**config.mk**
```make
export PLATFORM = sky130hd
export DESIGN_NAME = mux_scan_reg
export DESIGN_NICKNAME = d
export VERILOG_FILES = /design/src/rtl/mux_scan_reg.sv
export SDC_FILE = /design/constraint.sdc
export NUM_CORES = 1
export LEC_CHECK = 0
export ABC_AREA = 0
export CAP_MARGIN = 20
export CORE_UTILIZATION = 33
export CTS_BUF_LIST = sky130_fd_sc_hd__clkbuf_2 sky130_fd_sc_hd__clkbuf_4 sky130_fd_sc_hd__clkbuf_8
export DETAILED_ROUTE_END_ITERATION = 7
export PLACE_DENSITY = 0.71
export SYNTH_ARGS = -nofsm -noshare
export SYNTH_HDL_FRONTEND = slang
export SYNTH_SLANG_ARGS = --single-unit
```
**constraint.sdc**
```tcl
create_clock -name clk -period 5.32 [get_ports clk]
set_input_delay 0.532 -clock clk [delete_from_list [all_inputs] [get_ports clk]]
set_output_delay 0.532 -clock clk [all_outputs]
set_load 0.005 [all_outputs]
```
**src/rtl/mux_scan_reg.sv**
```systemverilog
// CHANNELS:1 word multiplexer with a registered valid/ready output port.
// Direct mode emits one selected channel; scan mode walks every channel once.
module mux_scan_lane #(
    parameter int WIDTH = 8,
    parameter int SEL_W = 3,
    parameter int IDX   = 0
) (
    input  logic [SEL_W-1:0] sel,
    input  logic [WIDTH-1:0] word,
    output logic [WIDTH-1:0] gated
);
    localparam logic [SEL_W-1:0] ME = SEL_W'(IDX);

    assign gated = (sel == ME) ? word : '0;
endmodule

module mux_scan_reg #(
    parameter int WIDTH    = 8,
    parameter int CHANNELS = 8,
    parameter int SEL_W    = 3
) (
    input  logic                      clk,
    input  logic                      reset,
    input  logic                      start,
    input  logic                      mode,
    input  logic [SEL_W-1:0]          sel_in,
    input  logic [CHANNELS*WIDTH-1:0] in_bus,
    input  logic                      out_ready,
    output logic                      out_valid,
    output logic [WIDTH-1:0]          out_data,
    output logic [SEL_W-1:0]          out_sel,
    output logic                      busy,
    output logic                      done,
    output logic                      err
);
    localparam logic [1:0] S_IDLE = 2'd0;
    localparam logic [1:0] S_EMIT = 2'd1;
    localparam logic [1:0] S_DONE = 2'd2;

    localparam logic [SEL_W:0]   NCH  = (SEL_W+1)'(CHANNELS);
    localparam logic [SEL_W-1:0] LAST = SEL_W'(CHANNELS - 1);

    logic [1:0]                         state;
    logic                               mode_q;
    logic [SEL_W-1:0]                   cnt;
    logic [SEL_W-1:0]                   nxt;
    logic [SEL_W-1:0]                   fetch_sel;
    logic [WIDTH-1:0]                   fetch_data;
    logic [CHANNELS-1:0][WIDTH-1:0]     gated;
    logic                               sel_ok;
    logic                               xfer;
    logic                               last;

    assign sel_ok = {1'b0, sel_in} < NCH;
    assign xfer   = out_valid && out_ready;
    assign last   = mode_q ? (cnt == LAST) : (cnt == '0);
    // Wrap on the real channel count so non-power-of-2 CHANNELS never emits a ghost index.
    assign nxt       = (out_sel == LAST) ? '0 : out_sel + SEL_W'(1);
    assign fetch_sel = (state == S_IDLE) ? sel_in : nxt;

    for (genvar k = 0; k < CHANNELS; k++) begin : g_lane
        mux_scan_lane #(.WIDTH(WIDTH), .SEL_W(SEL_W), .IDX(k)) u_lane (
            .sel   (fetch_sel),
            .word  (in_bus[k*WIDTH +: WIDTH]),
            .gated (gated[k])
        );
    end

    always_comb begin
        fetch_data = '0;
        for (int k = 0; k < CHANNELS; k++) fetch_data = fetch_data | gated[k];
    end

    always_ff @(posedge clk or posedge reset) begin
        if (reset) begin
            state     <= S_IDLE;
            out_valid <= 1'b0;
            out_data  <= '0;
            out_sel   <= '0;
            cnt       <= '0;
            mode_q    <= 1'b0;
            err       <= 1'b0;
        end else begin
            err <= 1'b0;
            case (state)
                S_IDLE: begin
                    if (start) begin
                        if (sel_ok) begin
                            out_data  <= fetch_data;
                            out_sel   <= sel_in;
                            out_valid <= 1'b1;
                            mode_q    <= mode;
                            cnt       <= '0;
                            state     <= S_EMIT;
                        end else begin
                            err <= 1'b1;
                        end
                    end
                end
                S_EMIT: begin
                    // Without a transfer the output word stays frozen regardless of in_bus.
                    if (xfer) begin
                        if (last) begin
                            out_valid <= 1'b0;
                            state     <= S_DONE;
                        end else begin
                            out_sel  <= nxt;
                            out_data <= fetch_data;
                            cnt      <= cnt + SEL_W'(1);
                        end
                    end
                end
                S_DONE:  state <= S_IDLE;
                default: state <= S_IDLE;
            endcase
        end
    end

    assign busy = (state == S_EMIT) || (state == S_DONE);
    assign done = (state == S_DONE);
endmodule

```
Yosys cells after proc, flatten, opt, wreduce, memory -nomap -nowiden
Cells that the tools add are included.

storage, ports and cells
  bits in registers = 18
  output and inout bits = 15
  logic and storage cells = 71
  input port bits = 72

operators by class
  $add $sub $neg = 2
  muxes and demuxes = 31
  bitwise operators = 7
  equality and inequality tests = 15
  reductions and logical operators = 10

operator list
  cell                                                              number
  8-bit 2-to-1 mux                                                  11
  8-bit OR                                                          7
  3-bit 2-to-1 mux                                                  8
  3-bit == test (second input constant)                             6
  8-bit case mux with 2 select lines                                1
  3-bit case mux with 2 select lines                                2
  2-bit inequality test (second input constant)                     4
  4-bit AND reduction                                               2
  3-bit by 1-bit adder with 3-bit output (second input constant)    2
  3-bit by 2-bit == test with 1-bit output (second input constant)  2
  3-bit zero test                                                   2
  2-bit 2-to-1 mux                                                  3
  1-bit 2-to-1 mux                                                  4
  2-bit case mux with 2 select lines                                1
  3-bit by 1-bit == test with 1-bit output (second input constant)  1
  3-bit AND reduction                                               1
  2-bit by 1-bit == test with 1-bit output (second input constant)  1
  2-bit == test (second input constant)                             1
  2-bit zero test                                                   1
  1-bit case mux with 2 select lines                                1
  2-bit AND reduction                                               1
  2-bit nonzero test                                                1
  1-bit logical AND                                                 1
  1-bit logical OR                                                  1

Longest topological paths before layout
Gate-level depths: netlist of the first run.

  depth in word-level cells = 15
  mapped depth = 10
  gate-level depth less buffers = 7

Modules after synthesis
Synthesis of the first run repeated with hierarchy kept, for this count alone.

unflattened totals
  cell total of the unflattened synthesis = 197
  area, all modules = 2028.2 um2

by module, submodules not included
  module                                 sequential area each (um2)  cells an instance  times used  area an instance (um2)
  mux_scan_reg                           450.4                       130                1           1261.2
  mux_scan_lane at g_lane[1].u_lane ...  0.0                         8                  3           100.1
  mux_scan_lane at g_lane[3].u_lane ...  0.0                         8                  3           80.1
  mux_scan_lane at g_lane[0].u_lane      0.0                         11                 1           156.4
  mux_scan_lane at g_lane[7].u_lane      0.0                         8                  1           70.1

Worst setup path after synthesis of the first run
Ideal clock, no wire load.

  path kind = reg2reg
  from = register out_sel[0]
  to = register out_data[4]
  required time = 5189 ps
  cell stages (with the launch flop) = 8
  arrival time = 2008 ps
  period minus slack after synthesis = 2140 ps
  buffers on the path = 0
  path slack = 3180 ps
  setup time = 131 ps
  path through = dfrtp_1 > ha_1 > ha_1 > or3_4 > nand2_4 > mux2_2 > a221oi_1 > a31oi_1

between the ends
  longest elaborated chain between the ends = 15
  elaborated cells between the ends (all ways) = 31
  classes of those cells = 1 x add/sub; 8 x eq/ne; 14 x mux; 7 x bitwise; 1 x reduce/logical

RTL lines
  item                                                                                line  text
  start, declared                                                                     31    output logic [SEL_W-1:0] out_sel,
  start signal, assigned                                                              90    out_sel <= sel_in;
  start signal, assigned                                                              107   out_sel <= nxt;
  3-bit by 1-bit adder with 3-bit output / 3-bit == test (equally long branches)      58    assign nxt = (out_sel == LAST) ? '0 : out_sel + SEL_W'(1);
  3-bit 2-to-1 mux *                                                                  58
  3-bit 2-to-1 mux *                                                                  59    assign fetch_sel = (state == S_IDLE) ? sel_in : nxt;
  3-bit by 1-bit == test with 1-bit output / 3-bit zero test (equally long branches)  14    assign gated = (sel == ME) ? word : '0;
  8-bit 2-to-1 mux                                                                    14
  8-bit OR (6 in series)                                                              71    for (int k = 0; k < CHANNELS; k++) fetch_data = fetch_data | gated[k];
  8-bit OR *                                                                          71
  8-bit 2-to-1 mux                                                                    103   if (last) begin
  8-bit 2-to-1 mux                                                                    102   if (xfer) begin
  8-bit case mux with 2 select lines *                                                85    case (state)
  end signal, assigned                                                                89    out_data <= fetch_data;
  end signal, assigned                                                                108   out_data <= fetch_data;
  end, declared                                                                       30    output logic [WIDTH-1:0] out_data,

Every way passes the cells marked *; elsewhere a longest branch is shown, timed or not. The select of a mux whose other input is x is not followed.
A chain may end at the register's enable or synchronous reset.

Worst setup path after layout of the first run
  from = register state[1]
  to = register out_data[1]

between the ends
  longest elaborated chain between the ends = 14
  elaborated cells between the ends (all ways) = 35
  classes of those cells = 11 x eq/ne; 13 x mux; 7 x bitwise; 4 x reduce/logical

RTL lines
  item                                                                                line    text
  start, declared                                                                     43      logic [1:0] state;
  start signal, assigned                                                              76      state <= S_IDLE;
  start signal, assigned                                                              94      state <= S_EMIT;
  start signal, assigned                                                              105     state <= S_DONE;
  2-bit zero test                                                                     59, 85
  3-bit 2-to-1 mux                                                                    59
  3-bit by 1-bit == test with 1-bit output / 3-bit zero test (equally long branches)  14
  8-bit 2-to-1 mux                                                                    14
  8-bit OR (7 in series)                                                              71
  8-bit 2-to-1 mux                                                                    103
  8-bit 2-to-1 mux                                                                    102
  8-bit case mux with 2 select lines                                                  85

Parallel ways exist; a longest one is shown, timed or not. The select of a mux whose other input is x is not followed.

==> summary.txt, run 1 <==
Outcome
  • Status: finished, violations left
  • Failing checks: DRC

Finish
  • Antenna cell count: 0
  • Share of cells above drive strength 1: 7.31%
  • Nets@finish: 342
  • FILL cells: 429
  • Fin area: 0.00247 mm^2
  • Layout area overhead: 56.2%
  • Final Util: 55.3%

Setup path
  • Crit path top cell by count: a21oi_1
  • CP arrival: 2.89 ns
  • WS Path Type: reg2reg
  • Startpoint Class: register
  • Reg-to-Reg End: out_data[1]
  • CP cell instances: inv_1 -> ha_1 -> nor3_1 -> a21oi_1 -> a21oi_1 -> o32ai_1 -> a21oi_1
  • Max Fanout on Critical Path: 19
  • Worst R2R Setup Slack: 2.55 ns
  • Slowest CP cell: a21oi_1
  • Worst path max stage delay: 0.72 ns
  • Worst r2r src: state[1]
  • R2R depth: 7
  • WP data required: 5.44 ns
  • Setup crit end kind: register

Hold path
  • Min-Delay Path Class: reg2reg
  • WHS Endpoint: out_data[3]
  • Worst Hold Depth: 2
  • Hold wc startpoint: out_data[3]

Routing
  • Via density: 5.42
  • Routed Antenna Nets: 0
  • Iteration-0 DRC Markers: 108
  • Routed WL: 4810 um
  • Drc violations: 2
  • DR WL/cell: 15.4 um
  • Vias: 1,691
  • Drt first pass iters: 6

Pwr
  • Max rail drop VDD: 0.219 mV
  • Pwr/cell area: 562 mW/mm^2
  • Leak Pwr: 0.00100 uW

Yosys
  • Post-synthesis cell count: 182
  • Seq cells post-synth: 18
  • Primary FF master, synth: dfrtp_1
  • Number of flops mapped to enable cells by yosys: 0
  • Share of the synthesized area in the top cell type: 28.5%
  • Synth Cell Area: 0.00158 mm^2
  • Avg Cell Area, Syn: 8.70 um^2
  • Syn Nets: 262
  • Area leader, netlist: dfrtp_1
  • Ys Warns: 0
  • Seq/Total Area, Yosys: 28.5%
  • Async set-reset flop share out of synthesis: 100%
  • Synth cell types: 47
  • Ranking of synthesized cells by area: dfrtp_1, mux2_2, ha_1

CTS
  • Root Driver: clkbuf_8
  • TritonCTS buffer count: 3
  • Clock sink total: 18
  • Clock latency on the worst-skew pair: 0.25 ns
  • Hold Buf Count CTS: 0
  • H-Tree Depth: 1
  • Clock tree buffer depth: 2
  • Post-CTS Setup Bufs: 0
  • Clk pin slew, worst setup/hold paths: 0.07 ns
  • PostCTS Resize Cnt: 0
  • TritonCTS clock tree: yes

GRT
  • Largest net degree at the start of global routing: 20
  • Gr usage total: 20.2%
  • Vias in the first global route: 1,721
  • GRT overflow: 0
  • First-pass GRT wire length: 7980 um
  • Initial antenna violation count: 0

STA
  • Tightest Pin Transition: 0.949 ns
  • Slew Viols, Final: 0
  • Final period util: 52.1%
  • Clk_skew: 0.00489 ns
  • Rel. slew slack: 36.8%
  • # setup viols final: 0
  • F_max: 361 MHz
  • Tmin final: 2.77 ns
  • TNS Setup: 0 ns
  • RSZ-0062 raised after global routing: no
  • Final hold violations: 0

Floorplan
  • Die ar.: 0.00508 mm^2
  • Rows: 24
  • Ports: 87
  • Area of the core: 0.00447 mm^2
  • Die span in y: 71.3 um
  • Initial core utilization: 35.4%
  • Die Width: 71.3 um

Run
  • MaxCap Viol Count: 0

Placement
  • Final Wtd Congestion: 0.771
  • I/O Buffers: 85
  • Hpwl dp: 3780 um
  • Placed inst area: 0.00243 mm^2
## cells by family (layout without fill, tap and decap cells)
logic type | after synthesis | in the layout | share of synthesized area (%)
adders and majority gates | 8 | 8 | 6.32
DFF | 18 | 18 | 28.5
muxes | 18 | 18 | 13.7
AOI/OAI and AO/OA | 62 | 62 | 27.7
other | 1 | 1 | 0.237
buffers and inverters | 18 | 96 | 6.17
and+or+nand+nor | 57 | 57 | 17.4
## flip-flops by register name, indices dropped and copies added, names as in the netlist
| register | count |
|---|---|
| cnt | 3 |
| mode_q | 1 |
| out_data | 8 |
| state | 2 |
| out_valid | 1 |
| out_sel | 3 |
## per-layer routing
| layer | GRT usage (%) | up-vias | routed length, um |
|---|---|---|---|
| li1 | - | 837 | - |
| met1 | 24.2 | 793 | 2030 |
| met2 | 36.6 | 59 | 2430 |
| met3 | 5.34 | 2 | 326 |
| met4 | 4.00 | 0 | 25 |
| met5 | 0 | - | 0 |
## placed cells by master (no fill, tap or decap), types with 4 or more instances in the layout
cell,n
clkdlybuf4s50_1,85
nand2_1,25
dfrtp_1,18
a21oi_1,15
mux2_2,9
o21ai_0,9
inv_1,8
ha_1,8
nor2_1,7
mux2i_1,7
nand3_1,6
a22oi_1,6
nor3_1,4
a31oi_1,4
## through the flow
stage | power [uW] | std cells | hold WS [ns] | setup WS [ns]
after detailed placement | 1290 | 309 | 0.471 | 2.60
after CTS | 1400 | 312 | 0.488 | 2.58
after global routing | 1520 | 312 | 0.514 | 2.33
final | 1390 | 312 | 0.483 | 2.55
after floorplan | 1010 | 182 | 0.468 | 3.18
after global placement | 1280 | 309 | 0.467 | 2.67
## worst max path at each step
stage | from | endpoint | slack [ns] | cells after the start
4_1_cts | state[1] | out_data[0] | 2.58 | 7
6_report | state[1] | out_data[1] | 2.55 | 7
3_5_place_dp | state[1] | out_data[0] | 2.60 | 7
5_1_grt | state[0] | out_data[0] | 2.33 | 7
3_3_place_gp | state[0] | out_data[0] | 2.67 | 7
2_1_floorplan | out_sel[0] | out_data[4] | 3.18 | 7
## worst max-delay path: cells and delay by family, from the launching register on
kind / cells / cell delay [ns]
fa+ha+maj: 1 / 0.65
simple gates: 1 / 0.16
compound gates: 4 / 1.35
buf+inv: 1 / 0.10
flops: 1 / 0.38
## where the power goes
part	switching (uW)	total (uW)	leakage, uW	internal [uW]
sequential	47.1	253	0.000219	206
clock	45.2	95.5	0.0000216	50.3
combinational	556	1040	0.000762	486
## final cells by class
| cell class | instances | area, um^2 | area share (%) |
|---|---|---|---|
| timing repair buffer | 85 | 851 | 34.4 |
| clock buffer | 3 | 41.3 | 1.67 |
| inverter | 8 | 30.0 | 1.21 |
| sequential | 18 | 450 | 18.2 |
| tap | 52 | 65.1 | 2.63 |
| multi-input combinational | 146 | 1030 | 41.9 |
## synthesized netlist by cell type (2+ instances only)
master / instances
nor3_1: 4
mux2i_4: 2
and3_1: 3
a21oi_1: 15
nand3_1: 6
buf_6: 2
o21ai_0: 9
buf_4: 3
a21o_1: 3
inv_1: 8
a31oi_1: 4
ha_1: 8
and2_1: 2
a22oi_1: 6
buf_2: 3
nand2_1: 25
a211oi_1: 3
a221oi_1: 3
nand4_1: 3
a2111oi_0: 2
a22o_1: 3
dfrtp_1: 18
mux2i_1: 7
nor2b_1: 3
mux2_2: 9
nor2_1: 7
Power figures use the tool's default switching activity.
==> run 2: changes to the inputs <==
Settings changed: PLACE_DENSITY 0.71 to 0.74.
Clock period 5.32 ns to 2.5 ns, I/O delays scaled along.
==> summary.txt, run 2 (same netlist as run 1, synthesis figures left out) <==
CTS
  • Hold Buf Count CTS: 0 (unchanged)
  • Post-CTS Setup Bufs: 0 (unchanged)
  • Root Driver: clkbuf_8 (unchanged)
  • TritonCTS clock tree: yes (unchanged)
  • TritonCTS buffer count: 3 (unchanged)
  • H-Tree Depth: 1 (unchanged)
  • PostCTS Resize Cnt: 0 (unchanged)
  • Clock latency on the worst-skew pair: 0.26 ns (was 0.25 ns)
  • Clk pin slew, worst setup/hold paths: 0.08 ns (was 0.07 ns)
  • Clock tree buffer depth: 2 (unchanged)
  • Clock sink total: 18 (unchanged)

Floorplan
  • Die span in y: 71.3 um (unchanged)
  • Ports: 87 (unchanged)
  • Die ar.: 0.00508 mm^2 (unchanged)
  • Area of the core: 0.00447 mm^2 (unchanged)
  • Die Width: 71.3 um (unchanged)
  • Initial core utilization: 35.4% (unchanged)
  • Rows: 24 (unchanged)

STA
  • Final hold violations: 0 (unchanged)
  • Final period util: 92.3% (was 52.1%)
  • Slew Viols, Final: 0 (unchanged)
  • F_max: 433 MHz (was 361 MHz)
  • # setup viols final: 0 (unchanged)
  • Clk_skew: 0.00666 ns (was 0.00489 ns)
  • Rel. slew slack: 51.0% (was 36.8%)
  • TNS Setup: 0 ns (unchanged)
  • Tightest Pin Transition: 0.735 ns (was 0.949 ns)
  • Tmin final: 2.31 ns (was 2.77 ns)
  • RSZ-0062 raised after global routing: no (unchanged)

Routing
  • DR WL/cell: 15.1 um (was 15.4 um)
  • Routed Antenna Nets: 0 (unchanged)
  • Drc violations: 2 (unchanged)
  • Routed WL: 4860 um (was 4810 um)
  • Iteration-0 DRC Markers: 77 (was 108)
  • Vias: 1,709 (was 1,691)
  • Via density: 5.31 (was 5.42)
  • Drt first pass iters: 6 (unchanged)

Finish
  • Multi-input gate area: 0.00103 mm^2 (unchanged)
  • FF/Latch Area: 450 um^2 (unchanged)
  • Final Util: 57.1% (was 55.3%)
  • Layout area overhead: 61.3% (was 56.2%)
  • Top reg by flops: out_data (unchanged)
  • Max reg flops: 8 (unchanged)
  • Antenna cell count: 0 (unchanged)
  • Nets@finish: 351 (was 342)
  • FILL cells: 414 (was 429)
  • Biggest regs: out_data (8), cnt (3), out_sel (3) (unchanged)
  • Share of cells above drive strength 1: 10.7% (was 7.31%)
  • Commonest non-fill, non-tap cell in the layout: clkdlybuf4s50_1 (unchanged)
  • Most frequent cells in the layout: clkdlybuf4s50_1, nand2_1, dfrtp_1 (unchanged)

GRT
  • Vias in the first global route: 1,711 (was 1,721)
  • First-pass GRT wire length: 7890 um (was 7980 um)
  • GRT overflow: 0 (unchanged)
  • Largest net degree at the start of global routing: 19 (was 20)
  • Initial antenna violation count: 0 (unchanged)
  • Gr usage total: 19.9% (was 20.2%)

Hold path
  • Min-Delay Path Class: in2async (was reg2reg)

Pwr
  • Psw: 1430 uW (was 649 uW)
  • Clock group share of total power: 8.0% (was 6.9%)
  • Reg power frac: 16.6% (was 18.2%)
  • Logic pwr share: 75.3% (was 74.9%)
  • Pwr/cell area: 1240 mW/mm^2 (was 562 mW/mm^2)
  • Overall Power: 3170 uW (was 1390 uW)
  • Pint: 1740 uW (was 742 uW)
  • Leak Pwr: 0.00105 uW (was 0.00100 uW)
  • Max rail drop VDD: 0.517 mV (was 0.219 mV)
  • Sw frac: 45.2% (was 46.6%)

Outcome
  • Status: finished, violations left (unchanged)
  • Failing checks: DRC (unchanged)

Setup path
  • Setup crit end kind: register (unchanged)
  • Startpoint Class: register (unchanged)
  • Max Fanout on Critical Path: 17 (was 19)
  • WP data required: 2.64 ns (was 5.44 ns)
  • WS Path Type: reg2reg (unchanged)
  • CP arrival: 2.45 ns (was 2.89 ns)

Placement
  • Final Wtd Congestion: 0.855 (was 0.771)
  • Hpwl dp: 3930 um (was 3780 um)
  • I/O Buffers: 85 (unchanged)

Run
  • MaxCap Viol Count: 0 (unchanged)
==> run 2: cell count changes in the layout (fill, tap and decap cells not counted), sizes merged <==
cell and delta:
buf +9, clkbuf +1
==> run 2: per-layer routing <==
layer	track usage, %	vias up	share of wire [%]	wire, um
li1	-	856	-	-
met1	24.9	787	44	2150
met2	35.1	60	49	2380
met3	3.23	6	5.3	259
met4	6.44	0	1.4	67
met5	0	-	0	0
==> run 2: per-stage QoR <==
stage | hold WS, ns | worst slack, ns | instances | cell area [um^2]
after floorplan | 0.189 | 0.360 | 182 | 1580
final | 0.407 | 0.192 | 322 | 2550
after CTS | 0.431 | 0.181 | 322 | 2550
after global placement | 0.471 | 0.204 | 318 | 2500
after detailed placement | 0.478 | 0.207 | 318 | 2500
after global routing | 0.490 | 0.0335 | 322 | 2550
==> run 2: cell type report <==
type / instances / area share (%)
Clock buffer: 4 / 2.16
Inverter: 8 / 1.18
Multi-Input combinational cell: 146 / 40.5
Sequential cell: 18 / 17.6
Tap cell: 52 / 2.55
Timing Repair Buffer: 94 / 36.0
==> run 2: final timing paths <==
kind | startpoint | endpoint | slack, ns | cells past startpoint
worst max register to register | out_sel[1] | out_data[6] | 0.19 | 7
worst max-delay path | out_sel[1] | out_data[6] | 0.19 | 7
worst min-delay path | reset | out_data[5] | 0.41 | 2
min in group clk | cnt[2] | cnt[2] | 0.50 | 2
worst min register to register | cnt[2] | cnt[2] | 0.50 | 2
max in group asynchronous | reset | out_valid | 1.63 | 2
==> run 2: power by group through the flow <==
stage	Sequential (uW)	Combinational, uW	Clock (uW)
floorplan	532	1610	0
global placement	531	2350	0
detailed placement	533	2380	0
CTS	529	2390	256
global route	548	2640	266
finish	528	2390	254
==> run 2: worst max-delay path, stage by stage (launching register included) <==
cell      delay [ns]
dfrtp_1         0.40
ha_1            0.19
ha_1            0.22
or3_4           0.42
nand2_4         0.19
mux2_2          0.36
a211oi_1        0.28
a31oi_1         0.12
